### config.mk
export PLATFORM = sky130hd
export DESIGN_NAME = ex_stage
export DESIGN_NICKNAME = d
export VERILOG_FILES = /design/src/rtl/ex_stage.sv
export SDC_FILE = /design/constraint.sdc
export NUM_CORES = 2
export LEC_CHECK = 0
export CORE_MARGIN = 5
export CORE_UTILIZATION = 41
export CTS_BUF_LIST = sky130_fd_sc_hd__clkbuf_4 sky130_fd_sc_hd__clkbuf_8
export CTS_CLUSTER_DIAMETER = 120
export DETAILED_ROUTE_END_ITERATION = 10
export SLEW_MARGIN = 20
export SYNTH_ARGS = -nofsm -noshare
export SYNTH_HDL_FRONTEND = slang
export SYNTH_SLANG_ARGS = --single-unit
export TNS_END_PERCENT = 100
### constraint.sdc
create_clock -name clk -period 14.2 [get_ports clk]
set_input_delay 2.84 -clock clk [delete_from_list [all_inputs] [get_ports clk]]
set_output_delay 2.84 -clock clk [all_outputs]
set_load 0.01 [all_outputs]
### src/rtl/ex_stage.sv
// ex_stage -- execute stage of the RV64I pipeline.
//
// Resolves operand forwarding from EX/MEM and MEM/WB, computes the ALU
// result, resolves conditional branches and registers the EX/MEM outputs.
//
// Optional feature macro: EX_MUL_EN
//   defined   -> func7b0_d2 port present; an iterative shift-add multiplier
//                (IDLE/RUN/DONE) holds the front end through ex_busy.
//   undefined -> no multiplier; ex_busy tied to 0; MUL encodings run as ADD.
//
// Ports:
//   clk, rst            clock (rising edge), asynchronous active-low reset
//   pc_d2 .. reg_write_d2  ID/EX register contents of the instruction in EX
//   wb_rd, wb_reg_write, wb_data  MEM/WB forwarding source
//   *_d3                registered EX/MEM outputs
//   pc_src, branch_target  combinational branch resolution
//   ex_busy             hold request for IF/ID and ID/EX
module ex_stage #(
    parameter int XLEN = 64
) (
    input  logic            clk,
    input  logic            rst,
    input  logic [XLEN-1:0] pc_d2,
    input  logic [XLEN-1:0] rs1_data_d2,
    input  logic [XLEN-1:0] rs2_data_d2,
    input  logic [4:0]      rs1_d2,
    input  logic [4:0]      rs2_d2,
    input  logic [4:0]      rd_d2,
    input  logic [XLEN-1:0] immediate_d2,
    input  logic [1:0]      alu_op_d2,
    input  logic            alu_src_d2,
    input  logic [2:0]      func3_d2,
    input  logic            func7b5_d2,
`ifdef EX_MUL_EN
    input  logic            func7b0_d2,
`endif
    input  logic            branch_d2,
    input  logic            mem_read_d2,
    input  logic            mem_write_d2,
    input  logic            mem_to_reg_d2,
    input  logic            reg_write_d2,
    input  logic [4:0]      wb_rd,
    input  logic            wb_reg_write,
    input  logic [XLEN-1:0] wb_data,
    output logic [XLEN-1:0] alu_result_d3,
    output logic [XLEN-1:0] store_data_d3,
    output logic [4:0]      rd_d3,
    output logic [2:0]      func3_d3,
    output logic            mem_read_d3,
    output logic            mem_write_d3,
    output logic            mem_to_reg_d3,
    output logic            reg_write_d3,
    output logic            pc_src,
    output logic [XLEN-1:0] branch_target,
    output logic            ex_busy
);

    logic [XLEN-1:0] fwd_a;
    logic [XLEN-1:0] fwd_b;
    logic [XLEN-1:0] op_b;
    logic [XLEN-1:0] alu_out;
    logic [XLEN-1:0] ex_result;
    logic            br_cond;
    logic            lt_s;
    logic            lt_u;
    logic            fwd_eq;

    // Forwarding: EX/MEM result wins over MEM/WB; x0 is never forwarded.
    always_comb begin
        fwd_a = rs1_data_d2;
        if (reg_write_d3 && rd_d3 != 5'd0 && rd_d3 == rs1_d2)
            fwd_a = alu_result_d3;
        else if (wb_reg_write && wb_rd != 5'd0 && wb_rd == rs1_d2)
            fwd_a = wb_data;
    end

    always_comb begin
        fwd_b = rs2_data_d2;
        if (reg_write_d3 && rd_d3 != 5'd0 && rd_d3 == rs2_d2)
            fwd_b = alu_result_d3;
        else if (wb_reg_write && wb_rd != 5'd0 && wb_rd == rs2_d2)
            fwd_b = wb_data;
    end

    assign op_b = alu_src_d2 ? immediate_d2 : fwd_b;

    // ALU
    always_comb begin
        alu_out = '0;
        case (alu_op_d2)
            2'b00: alu_out = fwd_a + op_b;
            2'b01: alu_out = fwd_a - op_b;
            2'b10: begin
                case (func3_d2)
                    3'b000: alu_out = (func7b5_d2 && !alu_src_d2) ? fwd_a - op_b
                                                                  : fwd_a + op_b;
                    3'b001: alu_out = fwd_a << op_b[5:0];
                    3'b010: alu_out = {{(XLEN-1){1'b0}}, $signed(fwd_a) < $signed(op_b)};
                    3'b011: alu_out = {{(XLEN-1){1'b0}}, fwd_a < op_b};
                    3'b100: alu_out = fwd_a ^ op_b;
                    3'b101: alu_out = func7b5_d2 ? XLEN'($signed(fwd_a) >>> op_b[5:0])
                                                 : fwd_a >> op_b[5:0];
                    3'b110: alu_out = fwd_a | op_b;
                    default: alu_out = fwd_a & op_b;
                endcase
            end
            default: alu_out = '0;
        endcase
    end

    // Branch resolution always compares the two forwarded registers.
    assign fwd_eq = (fwd_a == fwd_b);
    assign lt_s   = ($signed(fwd_a) < $signed(fwd_b));
    assign lt_u   = (fwd_a < fwd_b);

    always_comb begin
        br_cond = 1'b0;
        case (func3_d2)
            3'b000:  br_cond = fwd_eq;
            3'b001:  br_cond = !fwd_eq;
            3'b100:  br_cond = lt_s;
            3'b101:  br_cond = !lt_s;
            3'b110:  br_cond = lt_u;
            3'b111:  br_cond = !lt_u;
            default: br_cond = 1'b0;
        endcase
    end

    assign pc_src        = branch_d2 && !ex_busy && br_cond;
    assign branch_target = pc_d2 + immediate_d2;

`ifdef EX_MUL_EN
    typedef enum logic [1:0] {
        S_IDLE,
        S_RUN,
        S_DONE
    } mul_state_t;

    mul_state_t      mul_state;
    logic [XLEN-1:0] mcand;
    logic [XLEN-1:0] mplier;
    logic [XLEN-1:0] acc;
    logic [6:0]      step_cnt;
    logic            is_mul;

    assign is_mul = (alu_op_d2 == 2'b10) && !alu_src_d2 && func7b0_d2 &&
                    (func3_d2 == 3'b000);

    // Busy is gated by reset so a held MUL cannot request a stall in reset.
    assign ex_busy = rst && (((mul_state == S_IDLE) && is_mul) ||
                             (mul_state == S_RUN));

    // Operands are latched on entry so MEM/WB changes during RUN are ignored.
    // Only the low XLEN product bits are kept, so the multiplicand simply
    // shifts left and drops its overflow.
    always_ff @(posedge clk or negedge rst) begin
        if (!rst) begin
            mul_state <= S_IDLE;
            mcand     <= '0;
            mplier    <= '0;
            acc       <= '0;
            step_cnt  <= '0;
        end else begin
            case (mul_state)
                S_IDLE: begin
                    if (is_mul) begin
                        mcand     <= fwd_a;
                        mplier    <= fwd_b;
                        acc       <= '0;
                        step_cnt  <= '0;
                        mul_state <= S_RUN;
                    end
                end
                S_RUN: begin
                    if (mplier[0])
                        acc <= acc + mcand;
                    mcand    <= mcand << 1;
                    mplier   <= mplier >> 1;
                    step_cnt <= step_cnt + 7'd1;
                    if (step_cnt == 7'd63)
                        mul_state <= S_DONE;
                end
                default: begin
                    mul_state <= S_IDLE;
                end
            endcase
        end
    end

    assign ex_result = (mul_state == S_DONE) ? acc : alu_out;
`else
    assign ex_busy   = 1'b0;
    assign ex_result = alu_out;
`endif

    // EX/MEM register: a stall cycle inserts a bubble.
    always_ff @(posedge clk or negedge rst) begin
        if (!rst) begin
            alu_result_d3 <= '0;
            store_data_d3 <= '0;
            rd_d3         <= '0;
            func3_d3      <= '0;
            mem_read_d3   <= 1'b0;
            mem_write_d3  <= 1'b0;
            mem_to_reg_d3 <= 1'b0;
            reg_write_d3  <= 1'b0;
        end else if (ex_busy) begin
            alu_result_d3 <= '0;
            store_data_d3 <= '0;
            rd_d3         <= '0;
            func3_d3      <= '0;
            mem_read_d3   <= 1'b0;
            mem_write_d3  <= 1'b0;
            mem_to_reg_d3 <= 1'b0;
            reg_write_d3  <= 1'b0;
        end else begin
            alu_result_d3 <= ex_result;
            store_data_d3 <= fwd_b;
            rd_d3         <= rd_d2;
            func3_d3      <= func3_d2;
            mem_read_d3   <= mem_read_d2;
            mem_write_d3  <= mem_write_d2;
            mem_to_reg_d3 <= mem_to_reg_d2;
            reg_write_d3  <= reg_write_d2;
        end
    end

endmodule

---- Word-level counts from Yosys, hierarchy flattened ----
Index checks and enable logic that the tools add are counted.
word-level totals
  memories kept ........................... 0
  logic and storage cells ................. 61
  memory bits (writable) .................. 0
  output and inout bits ................... 206
  latch bits .............................. 0
  input port bits ......................... 355
  register bits after elaboration ......... 140
  ROM bits ................................ 0
operators by class
  order comparisons ....................... 4
  add/subtract/negate cells ............... 3
  div/mod/pow operators ................... 0
  $mul .................................... 0
  multiplexer cells ....................... 10
  bitwise gates (word level) .............. 3
  shift-type cells ........................ 3
  eq/ne operators ......................... 14
  reductions and logical operators ........ 16
operators by type and width
  cell                  count
  $mux W64              7
  $pmux W64 S7          1
  $lt A64 B64 Y1        4
  $pmux W64 S3          1
  $add A64 B64 Y64      2
  $and A64 B64 Y64      1
  $eq A64 B64 Y1        1
  $or A64 B64 Y64       1
  $shl A64 B6 Y64       1
  $shr A64 B6 Y64       1
  $sshr A64 B6 Y64      1
  $sub A64 B64 Y64      1
  $xor A64 B64 Y64      1
  $eq A5 B5 Y1          4
  $eq A3 B3 Y1 const B  4
  $reduce_bool A5 Y1    2
  $logic_and A1 B1 Y1   8
  $eq A3 B2 Y1 const B  2
  $pmux W1 S6           1
  $logic_not A1 Y1      4
  $eq A3 B1 Y1 const B  1
  $logic_not A3 Y1      1
  $eq A2 B1 Y1 const B  1
  $eq A2 B2 Y1 const B  1
  $logic_not A2 Y1      1

---- Longest topological paths before layout ----
  depth after elaboration ................. 10
  depth in mapped cells ................... 27
  gate-level depth less buffers ........... 22

---- Worst setup path before layout ----
No wires, ideal clock.
  path kind ............................... input port to output port
  start ................................... input wb_rd[4]
  end ..................................... output pc_src
  data required time ...................... 11.360 ns
  data arrival time ....................... 7.097 ns
  path buffers ............................ 3
  stages .................................. 23
  path slack .............................. 4.263 ns
  path through ............................ xor2_1 -> or4b_1 -> buf_2 -> nor2_1 -> buf_1 -> clkbuf_1 -> mux2i_1 -> nand2_1 -> o21ai_0 -> ha_1 -> a21oi_1 -> nor2b_1 -> o21ai_0 -> nand2b_1 -> a21oi_1 -> nor2b_1 -> o21ai_0 -> nand2b_1 -> a21oi_1 -> o21ai_0 -> a2111oi_0 -> nand4_1 -> o211ai_1
between the ends
  longest elaborated chain between the ends .. 9
  elaborated cells on any way between the ends .. 18
  those cells by class .................... 2 x order compare; 3 x eq/ne; 5 x mux; 8 x reduce/logical
ends and longest elaborated chain
  item                                          RTL line       RTL
  start: declaration                            42             input logic [4:0] wb_rd,
  $reduce_bool A5 Y1                            73, 81
  $logic_and A1 B1 Y1                           73, 81
  $logic_and A1 B1 Y1 (on tied branches)        73, 81
  $mux W64 (on tied branches)                   73, 81
  $mux W64 (on tied branches)                   71, 79
  $lt A64 B64 Y1, or another cell as far along  114            assign lt_u = (fwd_a < fwd_b);
  $logic_not A1 Y1 (on tied branches)           124, 120, 122
  $pmux W1 S6 (*)                               118            case (func3_d2)
  $logic_and A1 B1 Y1 (*)                       129            assign pc_src = branch_d2 && !ex_busy && br_cond;
  end: declaration                              53             output logic pc_src,
Every way passes the cells marked *; elsewhere a longest branch is shown, timed or not.

---- Worst setup path in the final report ----
  start ................................... input wb_rd[0]
  end ..................................... output pc_src
The elaborated chain is that of the path after synthesis.

==> impl_metrics.ini <==
[grt]
antenna_found_initial = 30
top_usage_layer = met2
grt_first_pass_wirelength_um = 326700
grt_pass1_vias = 42760
grt_overflow = 0
use_met1_pct = 58.06
grt_util_met2_pct = 72.91
grtUsageMet3_pct = 17.33
grt_usage_pct = 49.25
grt_max_degree = 77

[synth]
yosysSeqAreaShare_pct = 9.954
synth_compound_area_share_pct = 33.70
synth-edff-count = 0
synth.area.mux_share_pct = 12.10
ys.flop_type = dfrtp_1
yosys.area_share.simple_pct = 19.87
async_reset_ff_share_pct = 100.0
synth_top_family_by_area = compound AO/OA/AOI/OAI gates
synthXorXnorAreaFrac_pct = 4.501
synth_cell_type_count = 117
synth_area_um2 = 35190
yosys_warnings = 0
yosysTopAreaCellShare_pct = 11.38
syn-mean-instance-area_um2 = 6.871
synth-adder-area-share_pct = 11.55
netlist_instances = 5122
synth_area_leaders = ha_1, dfrtp_1, mux2i_1
synth_fp_nets = 5800
synth-seq-cells = 140
netlist.top_cell.by_area = ha_1

[finish]
mostFrequentLayoutCells = nand2_1, clkdlybuf4s50_1, o21ai_0
fin_util_pct = 49.65
drive_above_1_share_pct = 6.956
final_nets = 6171
fin_area_um2 = 42280
syn2layout_area_growth_pct = 20.13
layout_commonest_cell = nand2_1

[timing]
layout_min_cycle_time_ns = 12.43
setup_tns_ns = 0
setup_violations = 0
fmax_mhz = 80.48
max_slew_margin_pct = 2.702
finalCritPeriodShare_pct = 87.51
final-hold-violation-count = 0
slew_violations = 0
worst_pin_slew_ns = 1.447
skew_ns = 0.02941
fin_ws_ns = 1.774
rsz0062_at_grt = false

[drt]
routed_wl_um = 238200
drt_iter0_markers = 8027
first_pass_iters = 8
drc = 0
vias_per_cell = 6.966
antenna_left = 0
wire_per_inst_um = 35.66
num_vias = 46540

[floorplan]
dieArea_um2 = 91800
initial_core_util_pct = 41.33
core_area_um2 = 85150
dieWidth_um = 303.0
rows = 107
ios = 561
die_h_um = 303.0

[place]
pre_cts_ws_ns = 2.000
finalWeightedCongestion = 1.153
dpl_cell_area_um2 = 41770
io_buffer_count = 559
dpl.hpwl_um = 188600

[clocking]
cts_tree = done
holdBufCountCts = 0
postCtsSetupRepairBufs = 0
clkSlewWorstSetupHoldPaths_ns = 0.10
cts_buffers = 17
h-tree-depth = 4
clock_latency_ns = 0.61
clock-sinks = 140
cts-resized-gates = 0
clk_path_buf_depth = 2
root_buffer = clkbuf_8

[setup_path]
cpPeakStageDelay_ns = 0.77
worstSetupPathType = in -> out
path_max_fanout = 25
slowest_stage = a31oi_1
critPathLaunchType = input port
crit_required_ns = 11.36
r2r_cells = 20
crit_path_cell_trace = clkdlybuf4s50_1, xor2_2, or4b_1, buf_4, nor2_8, nand2_1, a31oi_1, ha_1, a21o_1, a21o_1, a21o_1, a21oi_1, nor2b_1, o21ai_0, nand2b_1, a21oi_1, nor3_1, o311a_1, a2111oi_0, nand4_1, o211ai_1, clkdlybuf4s50_1
cp-end-kind = primary output
cp_common_cell = a21o_1
cp.arrival_ns = 9.59

[job]
maxCapViolCount = 0

[pwr]
p_sw_share_pct = 57.32
power_frac_comb_pct = 75.0
powerDensity_nw_per_um2 = 84.45
switchingPower_uw = 2047
p_int_uw = 1524
leakage_uw = 0.01790
ir_drop_v = 0.00007889
pwr-share-seq_pct = 14.9
clkPwrFrac_pct = 10.1

[min_path]
hold_depth = 2
hold_class = reg -> reg

[run_status]
status = finished clean
path summary, 6_finish.rpt:
kind	from	to	slack (ns)
min in group asynchronous	rst	store_data_d3[37]	2.24
max in group asynchronous	rst	alu_result_d3[19]	10.42
worst min-delay path	alu_result_d3[24]	store_data_d3[24]	0.68
worst min register to register	alu_result_d3[24]	store_data_d3[24]	0.68
worst max-delay path	wb_rd[0]	pc_src	1.77
worst max register to register	rd_d3[1]	alu_result_d3[58]	5.15
cell usage after synthesis, drive strengths merged (28+ instances only):
master,number
nand2,609
o21ai,535
a21oi,468
nor2,410
mux2i,342
ha,320
inv,309
clkbuf,187
buf,177
xnor2,145
dfrtp,140
nand3,140
nor3,128
a31oi,104
o211ai,96
a21o,80
a211oi,65
o22ai,58
o21bai,48
o221ai,45
mux2,43
nand4,41
nand2b,39
o21a,38
o31ai,38
nor2b,37
a21boi,35
xor2,35
a221oi,34
nor4,33
and3,28
layout make-up:
class | instances | area (um^2)
Fill cell | 8878 | 42870
Timing Repair Buffer | 716 | 6765
Inverter | 313 | 1190
Tap cell | 1144 | 1431
Clock buffer | 18 | 241.5
Sequential cell | 140 | 3503
Multi-Input combinational cell | 4305 | 28920
Clock inverter | 14 | 151.4
Antenna cell | 30 | 75.07
worst max-delay path: cells and delay by family:
kind	cells	cell delay, ns
buf+inv	3	1.61
simple gates	7	1.57
xor+xnor	1	0.16
compound gates	10	2.92
fa+ha+maj	1	0.39
through the flow:
step / hold WS (ns) / power (uW) / cells
floorplan: 0.6215 / 1942 / 5122
global placement: 0.6416 / 3067 / 6617
detailed placement: 0.6436 / 3061 / 6617
CTS: 0.6581 / 3433 / 6649
global route: 0.6739 / 3653 / 6670
finish: 0.6767 / 3570 / 6680
logic make-up after synthesis:
group / count (synthesis)
other: 1
xor gates and xnor gates: 180
AOI/OAI and AO/OA: 1849
muxes: 399
DFF: 140
buffers and inverters: 677
and+or+nand+nor: 1553
adders and majority gates: 323
routing by layer:
| metal | vias to the layer above | wire length [um] |
|---|---|---|
| met2 | 3847 | 97180 |
| met5 | - | 251 |
| met3 | 1095 | 31240 |
| met1 | 22080 | 85260 |
| met4 | 8 | 24270 |
| li1 | 19500 | - |
power groups by stage:
stage	Sequential [uW]	Combinational, uW	Clock, uW
after floorplan	524	1420	0
after global placement	537	2530	0
after global routing	533	2750	374
final	533	2680	359
after CTS	529	2540	366
after detailed placement	537	2520	0
flip-flops by register name (all words and copies together), names as in the netlist:
| register | count |
|---|---|
| mem_read_d3 | 1 |
| reg_write_d3 | 1 |
| func3_d3 | 3 |
| rd_d3 | 5 |
| store_data_d3 | 64 |
| mem_to_reg_d3 | 1 |
| mem_write_d3 | 1 |
| alu_result_d3 | 64 |
Power figures use the tool's default switching activity.
